===== src/rtl/count_seq_monitor.sv =====
// count_seq_monitor
//   Receive-side checker for an up/down counter bus. On each enabled sample it
//   classifies the step against the previous value (hold/up/down/jump), locks
//   onto a legal sequence, flags and counts illegal steps, and counts wraps.
//   Observes only; it never drives the counter.
//
// Ports
//   clk          in   rising-edge clock
//   rst          in   asynchronous reset, active-low
//   clear        in   synchronous clear of state and statistics (beats sample_en)
//   sample_en    in   count_in valid this cycle
//   count_in     in   observed counter value [WIDTH]
//   exp_up_down  in   expected direction (1 = up, 0 = down)
//   dir_out      out  last step class: 00 hold, 01 up, 10 down, 11 jump
//   locked       out  high while the monitor is in LOCKED
//   err_pulse    out  one-cycle strobe per counted error
//   err_count    out  counted errors, saturating [STAT_W]
//   wrap_count   out  wrap events, modulo 2**STAT_W [STAT_W]
//
// Configuration
//   MON_DIR_CHECK_EN  when defined, a step against exp_up_down in LOCKED is an
//                     error step; otherwise only jumps are, and exp_up_down is
//                     ignored.

module count_seq_monitor #(
  parameter int unsigned WIDTH     = 3,
  parameter int unsigned ERR_LIMIT = 3,
  parameter int unsigned STAT_W    = 8
) (
  input  logic              clk,
  input  logic              rst,
  input  logic              clear,
  input  logic              sample_en,
  input  logic [WIDTH-1:0]  count_in,
  input  logic              exp_up_down,
  output logic [1:0]        dir_out,
  output logic              locked,
  output logic              err_pulse,
  output logic [STAT_W-1:0] err_count,
  output logic [STAT_W-1:0] wrap_count
);

  localparam int unsigned CONSEC_W = (ERR_LIMIT < 2) ? 1 : $clog2(ERR_LIMIT + 1);

  localparam logic [1:0] DIR_HOLD = 2'b00;
  localparam logic [1:0] DIR_UP   = 2'b01;
  localparam logic [1:0] DIR_DOWN = 2'b10;
  localparam logic [1:0] DIR_JUMP = 2'b11;

  typedef enum logic [1:0] {
    ST_UNSYNC = 2'd0,
    ST_SYNC   = 2'd1,
    ST_LOCKED = 2'd2
  } state_t;

  state_t              r_state;
  logic [WIDTH-1:0]    r_last;
  logic [CONSEC_W-1:0] r_consec;
  logic [1:0]          r_dir;
  logic                r_locked;
  logic                r_err_pulse;
  logic [STAT_W-1:0]   r_err_cnt;
  logic [STAT_W-1:0]   r_wrap_cnt;

  state_t              w_state_nxt;
  logic [WIDTH-1:0]    w_last_nxt;
  logic [CONSEC_W-1:0] w_consec_nxt;
  logic [1:0]          w_dir_nxt;
  logic                w_err_pulse_nxt;
  logic [STAT_W-1:0]   w_err_cnt_nxt;
  logic [STAT_W-1:0]   w_wrap_cnt_nxt;

  logic [WIDTH-1:0]    w_last_inc;
  logic [WIDTH-1:0]    w_last_dec;
  logic [1:0]          w_class;
  logic                w_wrap;
  logic                w_err_step;

  // Step classification relative to the stored previous sample (modular).
  assign w_last_inc = WIDTH'(r_last + WIDTH'(1));
  assign w_last_dec = WIDTH'(r_last - WIDTH'(1));

  always_comb begin
    w_class = DIR_JUMP;
    if (count_in == r_last) begin
      w_class = DIR_HOLD;
    end else if (count_in == w_last_inc) begin
      w_class = DIR_UP;
    end else if (count_in == w_last_dec) begin
      w_class = DIR_DOWN;
    end
  end

  // Wrap: up out of all-ones or down out of zero.
  assign w_wrap = ((w_class == DIR_UP)   && (r_last == {WIDTH{1'b1}})) ||
                  ((w_class == DIR_DOWN) && (r_last == {WIDTH{1'b0}}));

`ifdef MON_DIR_CHECK_EN
  assign w_err_step = (w_class == DIR_JUMP) ||
                      ((w_class == DIR_UP)   && !exp_up_down) ||
                      ((w_class == DIR_DOWN) &&  exp_up_down);
`else
  logic w_unused_exp_up_down;
  assign w_unused_exp_up_down = exp_up_down;
  assign w_err_step = (w_class == DIR_JUMP);
`endif

  // Next-state and next-output logic.
  always_comb begin
    w_state_nxt     = r_state;
    w_last_nxt      = r_last;
    w_consec_nxt    = r_consec;
    w_dir_nxt       = r_dir;
    w_err_pulse_nxt = 1'b0;
    w_err_cnt_nxt   = r_err_cnt;
    w_wrap_cnt_nxt  = r_wrap_cnt;

    if (clear) begin
      w_state_nxt    = ST_UNSYNC;
      w_consec_nxt   = '0;
      w_err_cnt_nxt  = '0;
      w_wrap_cnt_nxt = '0;
    end else if (sample_en) begin
      unique case (r_state)
        ST_UNSYNC: begin
          w_last_nxt  = count_in;
          w_dir_nxt   = DIR_HOLD;
          w_state_nxt = ST_SYNC;
        end
        ST_SYNC: begin
          w_last_nxt = count_in;
          w_dir_nxt  = w_class;
          if (w_wrap) begin
            w_wrap_cnt_nxt = STAT_W'(r_wrap_cnt + STAT_W'(1));
          end
          // Jumps re-seed the reference without error; a real step locks.
          if ((w_class == DIR_UP) || (w_class == DIR_DOWN)) begin
            w_state_nxt = ST_LOCKED;
          end
        end
        ST_LOCKED: begin
          w_last_nxt = count_in;
          w_dir_nxt  = w_class;
          if (w_wrap) begin
            w_wrap_cnt_nxt = STAT_W'(r_wrap_cnt + STAT_W'(1));
          end
          if (w_err_step) begin
            w_err_pulse_nxt = 1'b1;
            if (r_err_cnt != {STAT_W{1'b1}}) begin
              w_err_cnt_nxt = STAT_W'(r_err_cnt + STAT_W'(1));
            end
            // Too many consecutive errors: give up the lock.
            if (r_consec == CONSEC_W'(ERR_LIMIT - 1)) begin
              w_consec_nxt = '0;
              w_state_nxt  = ST_UNSYNC;
            end else begin
              w_consec_nxt = CONSEC_W'(r_consec + CONSEC_W'(1));
            end
          end else begin
            w_consec_nxt = '0;
          end
        end
        default: begin
          w_state_nxt  = ST_UNSYNC;
          w_consec_nxt = '0;
        end
      endcase
    end
  end

  // State and output registers.
  always_ff @(posedge clk or negedge rst) begin
    if (!rst) begin
      r_state     <= ST_UNSYNC;
      r_last      <= '0;
      r_consec    <= '0;
      r_dir       <= DIR_HOLD;
      r_locked    <= 1'b0;
      r_err_pulse <= 1'b0;
      r_err_cnt   <= '0;
      r_wrap_cnt  <= '0;
    end else begin
      r_state     <= w_state_nxt;
      r_last      <= w_last_nxt;
      r_consec    <= w_consec_nxt;
      r_dir       <= w_dir_nxt;
      r_locked    <= (w_state_nxt == ST_LOCKED);
      r_err_pulse <= w_err_pulse_nxt;
      r_err_cnt   <= w_err_cnt_nxt;
      r_wrap_cnt  <= w_wrap_cnt_nxt;
    end
  end

  assign dir_out    = r_dir;
  assign locked     = r_locked;
  assign err_pulse  = r_err_pulse;
  assign err_count  = r_err_cnt;
  assign wrap_count = r_wrap_cnt;

endmodule

===== config.mk =====
export PLATFORM = sky130hd
export DESIGN_NAME = count_seq_monitor
export DESIGN_NICKNAME = d
export VERILOG_FILES = /design/src/rtl/count_seq_monitor.sv
export SDC_FILE = /design/constraint.sdc
export NUM_CORES = 1
export LEC_CHECK = 0
export CAP_MARGIN = 20
export CORE_AREA = 2 2 82 64
export CTS_CLUSTER_DIAMETER = 40
export CTS_CLUSTER_SIZE = 10
export DETAILED_ROUTE_END_ITERATION = 8
export DIE_AREA = 0 0 84 66
export PLACE_DENSITY = 0.56
export SLEW_MARGIN = 20
export SYNTH_ARGS = -nofsm -noshare
export SYNTH_HDL_FRONTEND = slang
export SYNTH_SLANG_ARGS = --single-unit
export TNS_END_PERCENT = 100

===== constraint.sdc =====
create_clock -name clk -period 2.1 [get_ports clk]
set_input_delay 0.315 -clock clk [delete_from_list [all_inputs] [get_ports clk]]
set_output_delay 0.315 -clock clk [all_outputs]
set_load 0.1 [all_outputs]

==> run metrics, run 1 <==
status=finished, violations left; violated checks=negative setup slack; max cap viols=0; total power draw=1.42 mW; Ports=28; setup violators final=21; HPWL reported at the end of detailed placement=2520 um; final hold vios=0; Pwr Density=626 nW/um^2; first-iteration detailed-routing DRC count=49; sequential area share after synthesis=42.2%; GRT overflow=0; synthesized area per cell=9.82 um^2; async set or reset register ratio after synthesis=100%; DRC Markers=0; Initial Util=33.6%; Worst path max stage delay=0.41 ns; area leader, netlist=dfrtp_1; die width=84 um; Area after DPL=2050 um^2; die height=66 um; GPL Wtd Cong=0.768; CP max FO=7; Root Buffer=clkbuf_8; Critical Path Source=r_last[1]; Crit. End Element=flip-flop; Post-Synthesis Cells=163; post-synth top area share=42.2%; Slew @ Worst Pin=0.360 ns; Port-buffer cells=26; Placed Cells=261; syn_nets=184; Synth-to-Final Area Change=42.1%; CP Data Arrival Time=2.45 ns; post-synthesis register bit count=27; Final Instance Count excl. Fillers=270; CP required=2.25 ns; leakage=1.01 nW; slew margin rel.=76.0%; cts bufs inserted=3; r2r setup slk=-0.20 ns; detailed-route vias per instance=4.83; vias in the first global route=1322; final wirelength=3600 um; commonest register cell after synthesis=dfrtp_1; share of cells above drive strength 1=34.3%; crit-path cells=inv_1 -> ha_4 -> xnor2_4 -> o31ai_4 -> ha_4 -> nand3b_4 -> a2111oi_4 -> xnor2_1 -> nor2_1; global-route wire length before repair=6300 um; TritonCTS Sinks=27; Worst Hold Class=in -> async; GRT Overall Usage=14.1%; Worst path most repeated cell=ha_4; Max Slew Vio Count=0; CTS tree=done; Die Area=5540 um^2; clock transition at the registers of the reported paths=0.10 ns; Post-synth EDFFs=0; Clock Path Buffers=2; Rows=22; largest net degree at the start of global routing=28; FILL cells=440; slowest CP cell=dfrtp_1; Design Area, Final=2270 um^2; reg2reg end=wrap_count[6]; Diodes inserted=0; top post-synthesis cells by area=dfrtp_1 (42%), ha_1 (10%), xnor2_1 (7.1%); worst-skew pair later-pin latency=0.27 ns; Synth Warn #=0; Final Cycle Share=110%; count leader, synth=dfrtp_1; initial antenna violation count=0; wire per inst=13.3 um; CP Launch Type=flip-flop; critical path type=reg -> reg; Reg2Reg Depth=9; PnR worst setup slack=-0.201 ns; core area=4760 um^2; Worst Setup EP=wrap_count[6]; post-synthesis cell type count=35; min cycle time layout=2.30 ns; Max H-tree Level=1; FMAX=435 MHz; RSZ-0062 raised after global routing=yes; reg-to-reg startpoint=r_last[1]; skew final=0.0128 ns; number of vias in the routed layout=1303; DRT Pass-1 Iters=4; Synth Cell Area=1600 um^2; final net count=232; Post-synth top cells=dfrtp_1 (27), nor2_1 (22), nand2_1 (16); hold buffer count at cts=0; Antenna Nets Post-Route=0; peak supply drop=0.000295 V
## worst min-delay path by stage
stage / start / end
2_1_floorplan: rst / dir_out[0]
3_3_place_gp: dir_out[0] / dir_out[0]
3_5_place_dp: dir_out[0] / dir_out[0]
4_1_cts: rst / r_last[2]
5_1_grt: rst / r_last[2]
6_report: rst / locked
## power by group
| part | internal, mW | switching, mW | leakage [nW] |
|---|---|---|---|
| combinational | 0.263 | 0.304 | 0.620 |
| clock | 0.136 | 0.161 | 0.0228 |
| sequential | 0.541 | 0.0198 | 0.370 |
| total | 0.940 | 0.485 | 1.01 |
## per-stage QoR
step	hold slack, ns	TNS, ns	setup slack [ns]	utilization (%)
finish	0.414	-2.74	-0.201	47.8
CTS	0.428	-2.75	-0.231	45.7
global route	0.454	-5.32	-0.330	47.8
detailed placement	0.477	-6.93	-0.440	43.1
floorplan	0.0194	-0.452	-0.0995	-
global placement	0.469	-6.24	-0.393	43.1
## layout by cell type, fill, tap and decap left out, types with 4 or more instances in the layout
master and instances:
mux2i_1 4, clkdlybuf4s50_1 6, ha_4 5, nand3_1 7, nor2_1 22, dfrtp_1 27
xnor2_1 10, ha_1 7, nand2_1 15, nand4_1 4, buf_4 40, inv_1 8
## sequential cells by signal, indices dropped and copies added, names as in the netlist
register / cells
dir_out: 2
err_count: 8
err_pulse: 1
locked: 1
r_consec: 2
r_last: 3
r_state: 2
wrap_count: 8
## critical path: cells and delay by family (launching register included)
kind	cells	cell delay, ns
and+or+nand+nor	2	0.19
adders and majority gates	2	0.43
buffers and inverters	1	0.14
AOI/OAI and AO/OA	2	0.72
DFF	1	0.41
xor gates and xnor gates	2	0.29
## cells by family (layout without fill, tap and decap cells)
logic type / count (synthesis) / after routing / synth area share, %
flip-flops: 27 / 27 / 42.2
AO/OA/AOI/OAI: 27 / 27 / 12.7
adder cells (fa/ha/maj): 13 / 13 / 10.2
XOR/XNOR: 16 / 16 / 8.76
multiplexers: 4 / 4 / 2.50
buffers and inverters: 14 / 61 / 3.52
AND/OR/NAND/NOR: 62 / 62 / 20.1
## routing by layer
| layer | track usage (%) | vias up | wire, um |
|---|---|---|---|
| li1 | - | 667 | - |
| met5 | 0 | - | 0 |
| met2 | 21.6 | 26 | 1630 |
| met3 | 3.25 | 0 | 102 |
| met1 | 20.1 | 610 | 1860 |
| met4 | 3.43 | 0 | 0 |
## repair_timing
item / CTS / global route
setup buffers: 5 / 0
resized for setup: 6 / 16
endpoints found under the setup margin: 20 / 22
pin swaps: 6 / 11
## final cells by class
class                   instances  area, um^2  area share (%)
multi-input cells             122        1080            47.4
flip-flops and latches         27         676            29.7
repair buffers                 46         360            15.8
well taps                      60        75.1            3.30
clock buffers                   4        45.0            1.98
inverters                      11        41.3            1.82
(Power assumes the default switching activity.)
==> inputs of run 2 (changes only) <==
- CORE_AREA: 2 2 82 64 -> 2 2 81 91
- DIE_AREA: 0 0 84 66 -> 0 0 83 93
- PLACE_DENSITY: 0.56 -> 0.42
==> run metrics, run 2 (synthesized netlist as in run 1, its figures left out) <==
RSZ-0062 raised after global routing=yes; CP required=2.31 ns (+0.06 ns); FF+latch area=676 um^2 (unchanged); final hold vios=0 (unchanged); CP Data Arrival Time=2.52 ns (+0.07 ns); Slew @ Worst Pin=0.387 ns (+0.0269 ns); Clock Path Buffers=2 (unchanged); Max H-tree Level=1 (unchanged); status=finished, violations left; Max Slew Vio Count=0 (unchanged); DRT Pass-1 Iters=3 (-1); die width=83 um (-1.2%); CP max FO=6 (-1); detailed-route vias per instance=4.42 (-8.5%); Worst Hold Class=in -> async; cts bufs inserted=3 (unchanged); number of vias in the routed layout=1325 (+1.7%); Antenna Nets Post-Route=0 (unchanged); DRC Markers=0 (unchanged); TritonCTS Sinks=27 (unchanged); area occupied by multi-input gates=1140 um^2 (+6.0%); Synth-to-Final Area Change=51.0%; CP Launch Type=flip-flop; initial antenna violation count=0 (unchanged); first-iteration detailed-routing DRC count=13 (-73%); slew margin rel.=74.1% (-1.9 points); peak supply drop=0.000305 V (+3.3%); HPWL reported at the end of detailed placement=2680 um (+6.4%); FILL cells=704 (+60%); final wirelength=3930 um (+9.1%); largest net degree at the start of global routing=28 (unchanged); violated checks=negative setup slack; Final Instance Count excl. Fillers=300 (+11%); GPL Wtd Cong=0.718 (-6.5%); die height=93 um (+41%); Rows=32 (+45%); GRT overflow=0 (unchanged); Placed Cells=287 (+10%); Die Area=7720 um^2 (+39%); CTS tree=done; commonest cells after routing, fill and taps aside=buf_4 (43), dfrtp_1 (27), nor2_1 (22); Initial Util=23.4% (-10 points); critical path type=reg -> reg; FMAX=433 MHz (-0.43%); leakage=1.03 nW (+1.7%); hold buffer count at cts=0 (unchanged); setup violators final=18 (-14%); final net count=237 (+2.2%); Final Cycle Share=110% (+0.48 points); GRT Overall Usage=10.4% (-3.7 points); min cycle time layout=2.31 ns (+0.0100 ns); max cap viols=0 (unchanged); commonest non-fill, non-tap cell in the layout=buf_4; PnR worst setup slack=-0.211 ns (-0.0100 ns); Ports=28 (unchanged); wire per inst=13.1 um (-1.8%); pre-CTS setup slack=-0.506 ns (-0.0658 ns); Crit. End Element=flip-flop; Diodes inserted=0 (unchanged); Pwr Density=617 nW/um^2 (-1.6%); share of cells above drive strength 1=38.6% (+4.3 points); vias in the first global route=1376 (+4.1%); Root Buffer=clkbuf_8; worst-skew pair later-pin latency=0.28 ns (about the same); global-route wire length before repair=6570 um (+4.3%); clock transition at the registers of the reported paths=0.11 ns (about the same); core area=6850 um^2 (+44%); skew final=0.00598 ns (-0.00681 ns); Port-buffer cells=26 (unchanged)
[run 2: per-stage QoR]
stage | power [mW] | setup TNS, ns | hold WS (ns) | util [%] | area (um^2)
2_1_floorplan | 0.837 | -0.452 | 0.0194 | - | 1670
3_3_place_gp | 0.995 | -7.31 | 0.498 | 30.6 | 2090
3_5_place_dp | 0.995 | -8.36 | 0.493 | 30.6 | 2090
4_1_cts | 1.41 | -1.97 | 0.431 | 33.1 | 2260
5_1_grt | 1.58 | -4.47 | 0.444 | 35.3 | 2420
6_report | 1.49 | -2.20 | 0.415 | 35.3 | 2420
[run 2: where the power goes]
| group | switching, mW | total [mW] | internal, mW |
|---|---|---|---|
| registers | 0.0206 | 0.561 | 0.541 |
| clock network | 0.181 | 0.317 | 0.136 |
| logic | 0.326 | 0.611 | 0.285 |
[run 2: path summary, 6_finish.rpt]
path                            start           end  slack, ns  cells past startpoint
min in group clk           dir_out[0]    dir_out[0]       0.52                      2
max in group asynchronous         rst  err_count[3]       1.41                      2
hold / removal                    rst    dir_out[1]       0.41                      2
hold reg to reg            dir_out[0]    dir_out[0]       0.52                      2
setup reg to reg            r_last[1]  err_count[7]      -0.21                     10
setup / recovery            r_last[1]  err_count[7]      -0.21                     10
[run 2: routing by layer]
layer,up-vias,routed length [um],track usage [%]
met4,0,41,4.10
met5,-,0,0
li1,671,-,-
met3,2,111,1.24
met2,18,1980,17.5
met1,634,1800,13.7
[run 2: cell type report]
class,instances,area share [%]
well taps,85,4.40
flip-flops and latches,27,28.0
inverters,11,1.71
clock buffers,4,1.86
multi-input cells,122,47.3
repair buffers,51,16.8
[run 2: critical path, cell delays in order, from the launching register on]
cell and delay [ns]:
dfrtp_1 0.42, ha_2 0.22, ha_4 0.21, xnor2_1 0.12, nand2_1 0.08, o21a_4 0.18, ha_4 0.14, and3_4 0.22
o21ai_4 0.08, or4_4 0.42, a21oi_2 0.15
[run 2: what timing repair did]
action	4_1_cts	5_1_grt
resized for setup	15	20
setup buffers	3	6
setup endpoints to repair	21	22
pin swaps	3	18
==> inputs of run 3 (changes only) <==
- CTS_CLUSTER_DIAMETER: 40 -> default
- PLACE_DENSITY: 0.42 -> 0.41
- SKIP_CTS_REPAIR_TIMING: default -> 1
- clock period: 2.1 -> 2.8 ns (I/O delays scaled with it)
==> run metrics, run 3 (synthesized netlist as in run 1, its figures left out) <==
CP required=2.97 ns (+0.66 ns); Synth-to-Final Area Change=25.2%; DRT Pass-1 Iters=4 (+1); reg2reg end=wrap_count[7]; Crit. End Element=flip-flop; Initial Util=23.4% (unchanged); setup TNS=0 ns (+2.20 ns); Max Slew Vio Count=0 (unchanged); crit-path cells=inv_1 -> ha_1 -> xnor2_1 -> o31ai_1 -> buf_4 -> ha_1 -> nand3b_4 -> a2111oi_2 -> xnor2_1 -> nor2_1; setup violators final=0 (-18); CP Data Arrival Time=2.70 ns (+0.18 ns); Pwr Density=462 nW/um^2 (-25%); Worst Hold Class=reg -> reg; Port-buffer cells=26 (unchanged); CTS tree=done; Final Cycle Share=90.2% (-20 points); TritonCTS Sinks=27 (unchanged); RSZ-0062 raised after global routing=no; initial antenna violation count=0 (unchanged); reg-to-reg startpoint=r_last[0]; skew final=0.00885 ns (+0.00287 ns); Clock Path Buffers=2 (unchanged); global-route wire length before repair=6290 um (-4.3%); min cycle time layout=2.52 ns (+0.213 ns); commonest cells after routing, fill and taps aside=dfrtp_1 (27), buf_4 (27), nor2_1 (22); final hold vios=0 (unchanged); HPWL reported at the end of detailed placement=2650 um (-1.2%); GRT overflow=0 (unchanged); peak supply drop=0.000174 V (-43%); share of cells above drive strength 1=19.3% (-19 points); final net count=219 (-7.6%); Critical Path Source=r_last[0]; slew margin rel.=73.4% (-0.77 points); vias in the first global route=1303 (-5.3%); Ports=28 (unchanged); cts bufs inserted=3 (unchanged); slowest CP cell=dfrtp_1; status=completed; first-iteration detailed-routing DRC count=78 (+65); Max H-tree Level=1 (unchanged); FMAX=396 MHz (-8.4%); largest net degree at the start of global routing=28 (unchanged); Rows=32 (unchanged); critical path type=reg -> reg; die height=93 um (unchanged); GPL Wtd Cong=0.726 (+1.2%); Worst Setup EP=wrap_count[7]; final wirelength=3590 um (-8.5%); number of vias in the routed layout=1247 (-5.9%); Reg2Reg Depth=10 (unchanged); detailed-route vias per instance=4.42 (+0.12%); Root Buffer=clkbuf_8; Slew @ Worst Pin=0.398 ns (+0.0113 ns); GRT Overall Usage=9.99% (-0.43 points); leakage=0.914 nW (-11%); min-delay src=dir_out[0]; minimum hold slack=0.494 ns (+0.0794 ns); core area=6850 um^2 (unchanged); clock transition at the registers of the reported paths=0.11 ns (about the same); Die Area=7720 um^2 (unchanged); Worst path max stage delay=0.41 ns (about the same); worst-skew pair later-pin latency=0.28 ns (about the same); CP max FO=7 (+1); r2r setup slk=0.28 ns (+0.49 ns); Diodes inserted=0 (unchanged); DRC Markers=0 (unchanged); die width=83 um (unchanged); max cap viols=0 (unchanged); CP Launch Type=flip-flop; Antenna Nets Post-Route=0 (unchanged); wire per inst=12.7 um (-2.6%)
[run 3: power by group]
part	switching [mW]	leakage [nW]	internal [mW]	total (mW)
clock network	0.142	0.0217	0.101	0.244
logic	0.166	0.523	0.0961	0.262
registers	0.0139	0.370	0.405	0.419
total	0.322	0.914	0.603	0.925
[run 3: layout make-up]
class	count	area, um^2
Fill cell	729	4840
Clock inverter	1	7.51
Multi-Input combinational cell	122	868
Sequential cell	27	676
Timing Repair Buffer	33	263
Tap cell	85	106
Clock buffer	3	41.3
Inverter	11	41.3
[run 3: worst max-delay path: cells and delay by family (launching register included)]
kind | cells | cell delay [ns]
compound gates | 2 | 0.73
xor+xnor | 2 | 0.31
fa+ha+maj | 2 | 0.49
buf+inv | 2 | 0.27
flops | 1 | 0.41
simple gates | 2 | 0.19
[run 3: stage by stage]
stage	cells	setup WS [ns]	util (%)	power, mW	instance area [um^2]
floorplan	163	0.459	-	0.608	1600
global placement	278	0.0640	28.5	0.694	1950
detailed placement	278	0.0416	28.5	0.693	1950
CTS	282	0.234	29.3	0.938	2000
global route	282	0.0625	29.3	0.984	2000
finish	282	0.275	29.3	0.925	2000
[run 3: worst min-delay path by stage]
stage | to | cells after the start
after floorplan | dir_out[0] | 0
after global placement | dir_out[0] | 2
after detailed placement | dir_out[0] | 2
after CTS | dir_out[0] | 2
after global routing | dir_out[0] | 2
final | dir_out[0] | 2
[run 3: layer usage]
layer	part of all wire, %	GRT usage, %
met2	46	16.6
met4	0.70	2.87
met3	2.9	2.03
met5	0	0
met1	50	13.2
